`config.mk`:
```
export PLATFORM = sky130hd
export DESIGN_NAME = step_pulse_gen
export DESIGN_NICKNAME = d
export VERILOG_FILES = /design/src/rtl/step_pkg.sv /design/src/rtl/step_timer.sv /design/src/rtl/step_pulse_gen.sv
export SDC_FILE = /design/constraint.sdc
export NUM_CORES = 1
export LEC_CHECK = 0
export ABC_AREA = 1
export BUFFER_PORTS_ARGS = -buffer_cell sky130_fd_sc_hd__buf_2
export CORE_AREA = 5 5 107 84
export DETAILED_ROUTE_END_ITERATION = 10
export DIE_AREA = 0 0 112 89
export PLACE_DENSITY = 0.91
export SLEW_MARGIN = 10
export SYNTH_ARGS = -nofsm -noshare
export SYNTH_HDL_FRONTEND = slang
export SYNTH_SLANG_ARGS = --single-unit
```
`constraint.sdc`:
```
create_clock -name clk -period 2.65 [get_ports clk]
set_input_delay 0.6625 -clock clk [delete_from_list [all_inputs] [get_ports clk]]
set_output_delay 0.6625 -clock clk [all_outputs]
set_load 0.03 [all_outputs]
```
`src/rtl/step_pkg.sv`:
```
// ============================================================================
// Module   : step_pkg
// Purpose  : Shared types and constants for the step pulse generator.
// Revision : 1.0 - initial release
// ============================================================================
`default_nettype none

package step_pkg;

  localparam int DEF_CNT_W  = 16;
  localparam int DEF_PER_W  = 20;
  localparam int MIN_PERIOD = 2;

  typedef enum logic [1:0] {
    S_IDLE = 2'd0,
    S_RUN  = 2'd1,
    S_DONE = 2'd2
  } state_t;

endpackage

`default_nettype wire

```
`src/rtl/step_timer.sv`:
```
// ============================================================================
// Module   : step_timer
// Purpose  : Loadable down-counting period timer with zero (expire) flag.
// Revision : 1.0 - initial release
// ============================================================================
`default_nettype none

module step_timer #(
  parameter int W = 22
) (
  input  logic         clk,
  input  logic         rst,
  input  logic         i_load,
  input  logic [W-1:0] i_load_val,
  input  logic         i_tick,
  output logic         o_expired
);

  logic [W-1:0] r_cnt;

  always_ff @(posedge clk) begin
    if (rst) begin
      r_cnt <= '0;
    end else if (i_load) begin
      r_cnt <= i_load_val;
    end else if (i_tick) begin
      r_cnt <= r_cnt - {{(W-1){1'b0}}, 1'b1};
    end
  end

  assign o_expired = (r_cnt == '0);

endmodule

`default_nettype wire

```
`src/rtl/step_pulse_gen.sv`:
```
// ============================================================================
// Module   : step_pulse_gen
// Purpose  : Issues a counted, evenly spaced train of step strobes per command.
//            Optional macro STEP_PULSE_RAMP_EN adds a linear acceleration ramp.
// Revision : 1.0 - initial release
// ============================================================================
`default_nettype none

module step_pulse_gen #(
  parameter int CNT_W = step_pkg::DEF_CNT_W,
  parameter int PER_W = step_pkg::DEF_PER_W
) (
  input  logic             clk,
  input  logic             rst,
  input  logic             cmd_valid,
  output logic             cmd_ready,
  input  logic [CNT_W-1:0] cmd_steps,
  input  logic             cmd_dir,
  input  logic [PER_W-1:0] cmd_period,
  input  logic             abort,
  output logic             step,
  output logic             direction,
  output logic             busy,
  output logic             done,
  output logic [CNT_W-1:0] steps_left
);

  import step_pkg::*;

  // Two extra bits so the ramp start value 4*P cannot overflow.
  localparam int               c_timer_w = PER_W + 2;
  localparam logic [PER_W-1:0] c_min_per = PER_W'(MIN_PERIOD);
  localparam logic [CNT_W-1:0] c_one_cnt = {{(CNT_W-1){1'b0}}, 1'b1};
  localparam logic [c_timer_w-1:0] c_one_tmr = {{(c_timer_w-1){1'b0}}, 1'b1};

  state_t                 r_state, w_state_nxt;
  logic [CNT_W-1:0]       r_steps_left;
  logic                   r_dir;
  logic [PER_W-1:0]       r_per;
  logic [PER_W-1:0]       w_per_clamp;
  logic [c_timer_w-1:0]   w_start;
  logic [c_timer_w-1:0]   w_cur_nxt;
  logic                   w_accept;
  logic                   w_load;
  logic [c_timer_w-1:0]   w_load_val;
  logic                   w_tick;
  logic                   w_expired;

  assign w_per_clamp = (cmd_period < c_min_per) ? c_min_per : cmd_period;

`ifdef STEP_PULSE_RAMP_EN
  logic [c_timer_w-1:0] r_cur;
  logic [PER_W-1:0]     w_quarter;
  logic [c_timer_w-1:0] w_dec;
  logic [c_timer_w-1:0] w_cur_sub;

  assign w_start   = {w_per_clamp, 2'b00};
  assign w_quarter = r_per >> 2;
  assign w_dec     = (w_quarter == '0) ? c_one_tmr : {2'b00, w_quarter};
  assign w_cur_sub = r_cur - w_dec;
  assign w_cur_nxt = (w_cur_sub < {2'b00, r_per}) ? {2'b00, r_per} : w_cur_sub;

  always_ff @(posedge clk) begin
    if (rst) begin
      r_cur <= '0;
    end else if (w_accept) begin
      r_cur <= w_start;
    end else if (step) begin
      r_cur <= w_cur_nxt;
    end
  end
`else
  assign w_start   = {2'b00, w_per_clamp};
  assign w_cur_nxt = {2'b00, r_per};
`endif

  assign w_accept = cmd_valid && (r_state == S_IDLE);

  always_ff @(posedge clk) begin
    if (rst) r_state <= S_IDLE;
    else     r_state <= w_state_nxt;
  end

  // step is combinational on abort so a coincident abort suppresses the strobe.
  always_comb begin
    w_state_nxt = r_state;
    cmd_ready   = 1'b0;
    busy        = 1'b0;
    done        = 1'b0;
    step        = 1'b0;
    w_tick      = 1'b0;
    w_load      = 1'b0;
    w_load_val  = w_start - c_one_tmr;
    case (r_state)
      S_IDLE: begin
        cmd_ready = 1'b1;
        if (cmd_valid) begin
          w_load      = 1'b1;
          w_state_nxt = (cmd_steps == '0) ? S_DONE : S_RUN;
        end
      end
      S_RUN: begin
        busy   = 1'b1;
        w_tick = 1'b1;
        if (abort) begin
          w_state_nxt = S_DONE;
        end else if (w_expired) begin
          step       = 1'b1;
          w_load     = 1'b1;
          w_load_val = w_cur_nxt - c_one_tmr;
          if (r_steps_left == c_one_cnt) w_state_nxt = S_DONE;
        end
      end
      S_DONE: begin
        done        = 1'b1;
        w_state_nxt = S_IDLE;
      end
      default: w_state_nxt = S_IDLE;
    endcase
  end

  always_ff @(posedge clk) begin
    if (rst) begin
      r_dir        <= 1'b0;
      r_steps_left <= '0;
      r_per        <= c_min_per;
    end else if (w_accept) begin
      r_dir        <= cmd_dir;
      r_steps_left <= cmd_steps;
      r_per        <= w_per_clamp;
    end else if (step) begin
      r_steps_left <= r_steps_left - c_one_cnt;
    end
  end

  step_timer #(.W(c_timer_w)) u_timer (
    .clk        (clk),
    .rst        (rst),
    .i_load     (w_load),
    .i_load_val (w_load_val),
    .i_tick     (w_tick),
    .o_expired  (w_expired)
  );

  assign direction  = r_dir;
  assign steps_left = r_steps_left;

endmodule

`default_nettype wire

```
# Word level (Yosys, flattened, before mapping)
# Cells that the tools add are included.
# W data, S select, Z words.
# word_totals
regBits	61
inputBits	41
# classes
addsub	4
n_lt_le_gt_ge	1
eq_ne	6
mux	22
n_reduce_logical	7
# ops
cell	count
$mux W22	5
$sub A20 B1 Y21 const B	2
$mux W16	2
$logic_not A22 Y1	1
$sub A22 B1 Y22 const B	1
$lt A20 B2 Y1 const B	1
$mux W20	1
$eq A16 B1 Y1 const B	1
$logic_not A16 Y1	1
$sub A16 B1 Y16 const B	1
$mux W2	5
$mux W1	7
$pmux W2 S2	1
$reduce_bool A2 Y1	2
$ne A3 B2 Y1 const B	1
$ne A3 B3 Y1 const B	1
$reduce_and A3 Y1	1
$eq A2 B1 Y1 const B	1
$eq A2 B2 Y1 const B	1
$logic_not A2 Y1	1
$ne A2 B2 Y1 const B	1
$pmux W1 S2	1
$logic_and A1 B1 Y1	1

# Depth between registers and ports, before layout
# Gate-level depths: netlist of run 1.
# depth
ltp_word	7
ltp_mapped	17
ltp_nobuf	17

# By module
# Synthesis of run 1 repeated with hierarchy kept, for this count alone.
# unflattened
hier_cells	723
hier_area_um2	4667.0
# modules_own_cells
mod	area_each_um2	seq_area_each_um2	cells_each	n_inst
step_pulse_gen	3135.5	780.7	500	1
step_timer	1531.5	440.4	223	1

# Least setup slack after synthesis of run 1
# No wires, ideal clock.
# synth_path
kind	reg2out
startpoint	register u_timer.r_cnt[0]
endpoint	output port step
slack_ps	-425
required_time_ps	1987
stages_incl_launch_ff	11
t_arrival_ps	2413
cell_sequence	dfxtp_1 > inv_1 > ha_1 > inv_1 > nor3_2 > nand2_2 > nor3_1 > nand3_1 > nor3_1 > nand4_1 > nor4_1
# synth_via
elab_chain_len	4
# synth_lines
item	line_no	text
start: declaration	step_timer.sv:19	logic [W-1:0] r_cnt;
start signal: assignment	step_timer.sv:25	r_cnt <= i_load_val;
start signal: assignment	step_timer.sv:27	r_cnt <= r_cnt - {{(W-1){1'b0}}, 1'b1};
$logic_not A22 Y1	step_timer.sv:31	assign o_expired = (r_cnt == '0);
$mux W1	step_pulse_gen.sv:107	end else if (w_expired) begin
$mux W1	step_pulse_gen.sv:105	if (abort) begin
$mux W1	step_pulse_gen.sv:94	case (r_state)
end: declaration	step_pulse_gen.sv:21	output logic step,
# Every way passes these cells.

# Final worst setup path of run 1
# Same ends and word-level chain as after synthesis.

==> summary.md, run 1 <==
| Metric | Value |
|---|---|
| Leak | `between 2 and 3 nW` |
| Total global routing overflow | `0` |
| Die area | `0.00997 mm²` |
| Vias in the first global route | `slightly above 5000` |
| Length of routed met3 wiring | `between 1.5 and 2 mm` |
| Uppermost layer routed | `met4` |
| Routability congestion estimate from global placement | `between 0.9 and 1` |
| Max-Slew Margin vs Limit | `slightly above 50%` |
| Min Clock Period, post-route | `2940 ps` |
| Number of warnings printed during yosys synthesis | `0` |
| Remaining DRCs | `0` |
| Power per cell area | `roughly 660 mW/mm²` |
| Wire length on met2 | `about 6.5 mm` |
| Multi-input gate area in the final layout | `between 0.002 and 0.003 mm²` |
| Number of filler cells placed in the layout | `approximately 630` |
| CP Capture Point | `step` |
| Signal arrival time at the worst endpoint | `2280 ps` |
| Hold/Removal Path Class | `reg2reg` |
| Starting density of the core | `a little under 60%` |
| Antenna cells | `0` |
| M1 WL | `6.04 mm` |
| Slack of the critical path | `-290 ps` |
| Unrepaired setup endpoints after global routing | `true` |
| Post-CTS clock slew at the launch and capture registers of the worst setup and hold paths | `~80 ps` |
| Max frequency | `340 MHz` |
| Chip Width | `112 µm` |
| Post-detail-place hpwl | `10.2 mm` |
| Average footprint of a synthesized cell | `approximately 6.2 µm²` |
| Cells on worst reg2reg path | `14` |
| Number of clock sinks | `61` |
| Number of antenna violations at the first check in global routing | `0` |
| Number of DRC violations after detailed-routing iteration 0 | `roughly 660` |
| Kind of critical path | `reg2out` |
| Total vias in the final route | `~5400` |
| Final design utilization | `69.9%` |
| Flip-flop and latch count after synthesis | `about 60` |
| Reg-to-reg setup timing slack | `approximately 160 ps` |
| Source of the critical timing path | `u_timer.r_cnt[0]` |
| Maximum level of the CTS H-tree | `3` |
| Max Cap Violations | `0` |
| Insertion delay of the later-clocked pin in the worst-skew pair | `~350 ps` |
| Mapped Nets | `766` |
| Layout Area Growth over Synthesis | `20.6%` |
| Routed wirelength normalized by instance count | `~16 µm` |
| Fin crit share | `111%` |
| Fin Clk Skew | `around 11 ps` |
| Combined flip-flop and latch cell area | `0.00122 mm²` |
| Pin count of the biggest net entering global routing | `57` |
| Number of iterations in the first detailed-routing pass | `6` |
| Final setup violating endpoints | `1` |
| Kind of start point of the critical path | `flop` |
| CTS tree | `done` |
| Measured slew at the worst slew-check pin | `approximately 730 ps` |
| Number of library cell types mapped by synthesis | `39` |
| Worst reg2reg path endpoint | `u_timer.r_cnt[8]` |
| Top Ports | `62` |
| Number of buffers created by CTS | `9` |
| Count of pins over their slew limit | `0` |
| Root buf cell | `sky130_fd_sc_hd__clkbuf_8` |
| Count of buffers from port buffering | `around 60` |
| Required time at the worst-slack endpoint | `1990 ps` |
| Critical Path Sink Type | `primary output` |
| Max FO, Critical Path | `2` |
| Via density per instance | `roughly 5.9` |
| Nets | `854` |
| Status | `finished with violations` |
| Post-synthesis cell count | `just over 700` |
| Pre-CTS worst setup slack | `-225 ps` |
| Number of setup buffers added after CTS | `0` |
| Violations in the final reports | `setup timing` |
| Placement row count | `28` |
| VDD IR max | `0.000372 V` |
| Area of the core region | `0.00774 mm²` |
| Vert. Die Dim | `between 80 and 90 µm` |
| Clock Path Buffers | `2` |
| Summed instance area of the synthesized netlist | `around 0.0045 mm²` |
| Post-route antenna net violation count | `0` |
| Hold buffer count at CTS | `0` |
| Min Hold Slack | `502 ps` |
| Hold Vio Cnt, Final | `0` |
| Total Routed Length | `~15 mm` |
| Summed negative setup slack over all endpoints | `-290 ps` |
| Aggregate global-route resource usage | `between 20% and 30%` |
| Sequential-to-total area share from yosys stat | `a little over a quarter` |
| Wire length of the first global-routing pass | `23.5 mm` |
| Reg2reg start | `u_timer.r_cnt[0]` |
| Fraction of final layout cells with drive strength greater than 1 | `between 10% and 20%` |
## flip-flops by register name (all words and copies together) (netlist names)
register       cells
u_timer.r_cnt     22
r_per             20
steps_left        16
r_state            2
direction          1
## Yosys cell counts
master	count	share of area (%)
sky130_fd_sc_hd__xnor2_1	12	2.3
sky130_fd_sc_hd__a211oi_1	2	0.33
sky130_fd_sc_hd__nand4_1	16	2.2
sky130_fd_sc_hd__o221ai_1	1	0.20
sky130_fd_sc_hd__buf_4	3	0.50
sky130_fd_sc_hd__nor3_4	1	0.36
sky130_fd_sc_hd__inv_1	82	6.9
sky130_fd_sc_hd__dfxtp_1	61	27
sky130_fd_sc_hd__buf_1	1	0.084
sky130_fd_sc_hd__nand3_1	54	6.0
sky130_fd_sc_hd__ha_1	5	1.4
sky130_fd_sc_hd__a31oi_1	17	2.4
sky130_fd_sc_hd__o21bai_1	1	0.17
sky130_fd_sc_hd__xor2_1	29	5.7
sky130_fd_sc_hd__o21ai_1	18	2.0
sky130_fd_sc_hd__nand3b_1	1	0.17
sky130_fd_sc_hd__nor2_4	2	0.50
sky130_fd_sc_hd__a21oi_1	45	5.0
sky130_fd_sc_hd__nand2_1	147	12
sky130_fd_sc_hd__o2bb2ai_1	1	0.20
sky130_fd_sc_hd__nor3_2	2	0.45
sky130_fd_sc_hd__nor2_2	3	0.42
sky130_fd_sc_hd__buf_2	4	0.45
sky130_fd_sc_hd__o31ai_1	2	0.33
sky130_fd_sc_hd__nor2_1	95	7.9
sky130_fd_sc_hd__nand2_4	3	0.75
sky130_fd_sc_hd__inv_2	4	0.33
sky130_fd_sc_hd__o211ai_2	1	0.28
sky130_fd_sc_hd__clkbuf_1	15	1.3
sky130_fd_sc_hd__buf_6	4	1.0
sky130_fd_sc_hd__nor3_1	12	1.3
sky130_fd_sc_hd__a21boi_0	1	0.17
sky130_fd_sc_hd__a21oi_2	1	0.20
sky130_fd_sc_hd__nor4_1	7	0.98
sky130_fd_sc_hd__o211ai_1	7	1.2
sky130_fd_sc_hd__nand2_2	2	0.28
sky130_fd_sc_hd__or2_2	5	0.70
sky130_fd_sc_hd__a31o_2	1	0.20
sky130_fd_sc_hd__o21ai_0	52	5.8
## cell usage in the layout (no fill, tap or decap), types with 12 or more instances in the layout
| cell | n |
|---|---|
| sky130_fd_sc_hd__buf_4 | 42 |
| sky130_fd_sc_hd__o21ai_0 | 52 |
| sky130_fd_sc_hd__xor2_1 | 29 |
| sky130_fd_sc_hd__inv_1 | 80 |
| sky130_fd_sc_hd__a31oi_1 | 17 |
| sky130_fd_sc_hd__xnor2_1 | 12 |
| sky130_fd_sc_hd__nand3_1 | 52 |
| sky130_fd_sc_hd__nor2_1 | 92 |
| sky130_fd_sc_hd__o21ai_1 | 18 |
| sky130_fd_sc_hd__dfxtp_1 | 61 |
| sky130_fd_sc_hd__nand4_1 | 16 |
| sky130_fd_sc_hd__nand2_1 | 146 |
| sky130_fd_sc_hd__buf_2 | 60 |
| sky130_fd_sc_hd__a21oi_1 | 45 |
## power breakdown
group | leakage, nW | internal [mW] | switching (mW) | total [mW]
registers | 0.505 | 1.05 | 0.168 | 1.22
logic | 1.93 | 0.494 | 0.887 | 1.38
clock network | 0.113 | 0.534 | 0.431 | 0.965
## metrics by stage
stage               power [mW]  instance area, µm²  instances
floorplan                 2.15                4500        720
finish                    3.56                5410        918
global route              3.76                5410        918
global placement          2.46                5120        902
CTS                       3.51                5370        918
detailed placement        2.53                5120        902
## metal layers
layer | track usage, % | up-vias
met3 | 7.44 | 59
met4 | 13.9 | 0
met5 | 0 | -
met2 | 47.2 | 353
met1 | 36.6 | 2451
li1 | - | 2564
## area by class of cell
class,instances,area share (%)
clock buffers,9,2.29
inverters,86,5.97
clock inverters,7,1.85
multi-input cells,546,52.9
repair buffers,104,12.0
well taps,105,2.43
flip-flops and latches,61,22.6
## cell families (layout without fill, tap and decap cells)
logic type | after synthesis | after routing | share of synthesized area (%)
AND/OR/NAND/NOR | 350 | 350 | 34.4
AO/OA/AOI/OAI | 150 | 150 | 18.4
buffers and inverters | 113 | 206 | 10.5
flip-flops | 61 | 61 | 27.2
XOR/XNOR | 41 | 41 | 8.01
adder cells (fa/ha/maj) | 5 | 5 | 1.39
## worst min path at each step
stage | from | slack [ps] | depth (start not counted) | end
floorplan | u_timer.r_cnt[16] | 460 | 2 | u_timer.r_cnt[16]
global placement | direction | 470 | 2 | direction
detailed placement | direction | 480 | 2 | direction
CTS | direction | 500 | 2 | direction
global route | direction | 540 | 2 | direction
finish | direction | 500 | 2 | direction
## worst max-delay path, stage by stage (launching register included)
cell and delay [ps]:
sky130_fd_sc_hd__dfxtp_1 330, sky130_fd_sc_hd__inv_2 60, sky130_fd_sc_hd__ha_2 170, sky130_fd_sc_hd__inv_1 60, sky130_fd_sc_hd__nor3_2 180, sky130_fd_sc_hd__nand2_2 130, sky130_fd_sc_hd__nor3_4 170, sky130_fd_sc_hd__nand3_2 130
sky130_fd_sc_hd__nor3_4 160, sky130_fd_sc_hd__nand4_1 170, sky130_fd_sc_hd__nor4_4 200, sky130_fd_sc_hd__buf_6 170
## what timing repair did
| action | 4_1_cts | 5_1_grt |
|---|---|---|
| resized for setup | 5 | 12 |
| pin swaps | 0 | 2 |
| cloned | 0 | 0 |
| setup endpoints to repair | 1 | 30 |
| hold endpoints to repair | 0 | 0 |
Power figures use the tool's default switching activity.
==> inputs of run 2 (changes only) <==
CORE_AREA = 5 5 94 96   (was 5 5 107 84)
DIE_AREA = 0 0 99 101   (was 0 0 112 89)
==> summary.md, run 2 (same netlist as run 1, synthesis figures left out) <==
| Metric | Value |
|---|---|
| Status | `finished with violations` |
| Violations in the final reports | `setup timing` |
| Reg2reg start | `u_timer.r_cnt[0]` |
| Insertion delay of the later-clocked pin in the worst-skew pair | `340 ps` |
| Combined flip-flop and latch cell area | `~0.0012 mm²` |
| Post-detail-place hpwl | `roughly 10 mm` |
| Number of antenna violations at the first check in global routing | `0` |
| Signal arrival time at the worst endpoint | `2120 ps` |
| Cells on worst reg2reg path | `14` |
| Die area | `approximately 0.010 mm²` |
| Max FO, Critical Path | `2` |
| Wire length of the first global-routing pass | `22.6 mm` |
| Wire length on met2 | `about 6.7 mm` |
| Measured slew at the worst slew-check pin | `727 ps` |
| Length of routed met3 wiring | `around 1.2 mm` |
| Cells on Worst Hold Path | `2` |
| Unrepaired setup endpoints after global routing | `true` |
| Ordered list of cells on the worst path | `inv_2 -> ha_4 -> inv_2 -> nor3_4 -> nand2_2 -> nor3_4 -> nand3_2 -> nor3_2 -> nand4_1 -> nor4_4 -> buf_6` |
| Hold/Removal Path Class | `reg2reg` |
| Routed wirelength normalized by instance count | `roughly 15 µm` |
| Cell with the largest stage delay on the worst path | `sky130_fd_sc_hd__dfxtp_2` |
| Pin count of the biggest net entering global routing | `between 50 and 60` |
| Cell family with the largest share of critical-path delay | `simple AND/OR/NAND/NOR gates` |
| Max-Slew Margin vs Limit | `around half` |
| Starting density of the core | `a little under three fifths` |
| Fin crit share | `105%` |
| Worst min-delay path endpoint | `direction` |
| Instance area at placement | `0.00512 mm²` |
| Power per cell area | `between 600 and 700 mW/mm²` |
| Most common cell after layout, fill and taps aside | `sky130_fd_sc_hd__nand2_1` |
| Flip-flop count of the largest register after layout | `22` |
| Root buf cell | `sky130_fd_sc_hd__clkbuf_8` |
| Number of iterations in the first detailed-routing pass | `6` |
| Number of clock sinks | `roughly 60` |
| Required time at the worst-slack endpoint | `just under 2000 ps` |
| Largest stage delay on the critical path | `320 ps` |
| Slack of the critical path | `-132 ps` |
| Kind of critical path | `reg2out` |
| Fin Clk Skew | `between 5 and 6 ps` |
| Top Ports | `62` |
| Hold buffer count at CTS | `0` |
| Number of filler cells placed in the layout | `659` |
| Post-route antenna net violation count | `0` |
| Final setup violating endpoints | `1` |
| Placement row count | `33` |
| Layout Area Growth over Synthesis | `19.9%` |
| Final design utilization | `about two thirds` |
| Clock Path Buffers | `2` |
| Total vias in the final route | `5351` |
| Number of buffers created by CTS | `9` |
| Total global routing overflow | `0` |
| M1 WL | `between 5 and 6 mm` |
| Vias in the first global route | `5005` |
| Number of DRC violations after detailed-routing iteration 0 | `just over 500` |
| Via density per instance | `just under 6` |
| Leak | `about 2.5 nW` |
| Maximum level of the CTS H-tree | `3` |
| Reg-to-reg setup timing slack | `190 ps` |
| Routability congestion estimate from global placement | `0.990` |
| Hold Vio Cnt, Final | `0` |
| Min Clock Period, post-route | `around 2800 ps` |
| Vert. Die Dim | `between 100 and 150 µm` |
| Aggregate global-route resource usage | `between 20 and 30%` |
| CTS tree | `done` |
| Overall power consumption | `between 3 and 4 mW` |
| Post-CTS clock slew at the launch and capture registers of the worst setup and hold paths | `roughly 70 ps` |
| Worst reg2reg path endpoint | `u_timer.r_cnt[8]` |
| Count of buffers from port buffering | `61` |
| Antenna cells | `0` |
| Buffers and inverters on the worst path | `3` |
| Kind of start point of the critical path | `flop` |
| Startpoint of the tightest hold check path | `direction` |
| Source of the critical timing path | `u_timer.r_cnt[0]` |
| Highest-count cells in the layout ignoring fill and taps | `sky130_fd_sc_hd__nand2_1, sky130_fd_sc_hd__nor2_1, sky130_fd_sc_hd__inv_1, sky130_fd_sc_hd__dfxtp_1, sky130_fd_sc_hd__buf_2` |
| Max Cap Violations | `0` |
| Uppermost layer routed | `met4` |
| Count of pins over their slew limit | `0` |
| VDD IR max | `0.000407 V` |
| Total Routed Length | `between 10 and 15 mm` |
| Max frequency | `359 MHz` |
| Chip Width | `roughly 99 µm` |
| Critical Path Sink Type | `primary output` |
| Fraction of final layout cells with drive strength greater than 1 | `around a fifth` |
| Nets | `roughly 860` |
| Register containing the most flip-flops in the final layout | `u_timer.r_cnt` |
| Fin area | `between 0.005 and 0.006 mm²` |
| Remaining DRCs | `0` |
| Multi-input gate area in the final layout | `approximately 0.0029 mm²` |
| Area of the core region | `approximately 0.008 mm²` |
-- run 2: cell types whose count changed in the layout (fill, tap and decap cells not counted), sizes merged --
cell,delta
bufinv,-2
buf,+3
clkinv,-3
clkbuf,+3
-- run 2: tightest hold or removal path, cell delays in order (launching register included) --
cell	delay [ps]
sky130_fd_sc_hd__dfxtp_1	330
sky130_fd_sc_hd__nor2_1	50
sky130_fd_sc_hd__nor2_1	80
-- run 2: layout make-up --
| cell class | count | area share [%] |
|---|---|---|
| multi-input cells | 546 | 53.5 |
| flip-flops and latches | 61 | 22.7 |
| repair buffers | 107 | 12.2 |
| inverters | 86 | 6.00 |
| clock buffers | 12 | 2.89 |
| well taps | 105 | 2.44 |
| clock inverters | 2 | 0.186 |
-- run 2: how the worst max path moves through the flow --
stage	to	slack (ps)	cells past startpoint
finish	step	-130	11
global route	step	-300	11
CTS	step	-140	11
detailed placement	u_timer.r_cnt[21]	-260	16
global placement	u_timer.r_cnt[21]	-130	16
floorplan	step	50	10
-- run 2: per-stage QoR --
| stage | TNS, ps | hold slack, ps | setup WS, ps | instances |
|---|---|---|---|---|
| 5_1_grt | -355 | 526 | -304 | 919 |
| 4_1_cts | -139 | 492 | -139 | 917 |
| 3_5_place_dp | -1680 | 476 | -259 | 903 |
| 2_1_floorplan | 0 | 458 | 49.3 | 720 |
| 3_3_place_gp | -337 | 464 | -130 | 903 |
| 6_report | -132 | 491 | -132 | 919 |
-- run 2: routing by layer --
metal  vias up  global-route usage [%]
met5         -                       0
met4         0                    14.1
met3        51                    5.19
met2       305                    47.1
met1      2445                    33.6
li1       2550                       -
-- run 2: where the power goes --
| part | internal, mW | total (mW) | switching [mW] |
|---|---|---|---|
| Combinational | 0.496 | 1.37 | 0.877 |
| Clock | 0.377 | 0.733 | 0.356 |
| Sequential | 1.05 | 1.22 | 0.165 |
-- run 2: what timing repair did --
| item | CTS | global route |
|---|---|---|
| buffers inserted | 0 | 2 |
| endpoints found under the setup margin | 1 | 13 |
| pin swaps | 0 | 2 |
| gates resized for setup | 10 | 11 |
| hold endpoints to repair | 0 | 0 |
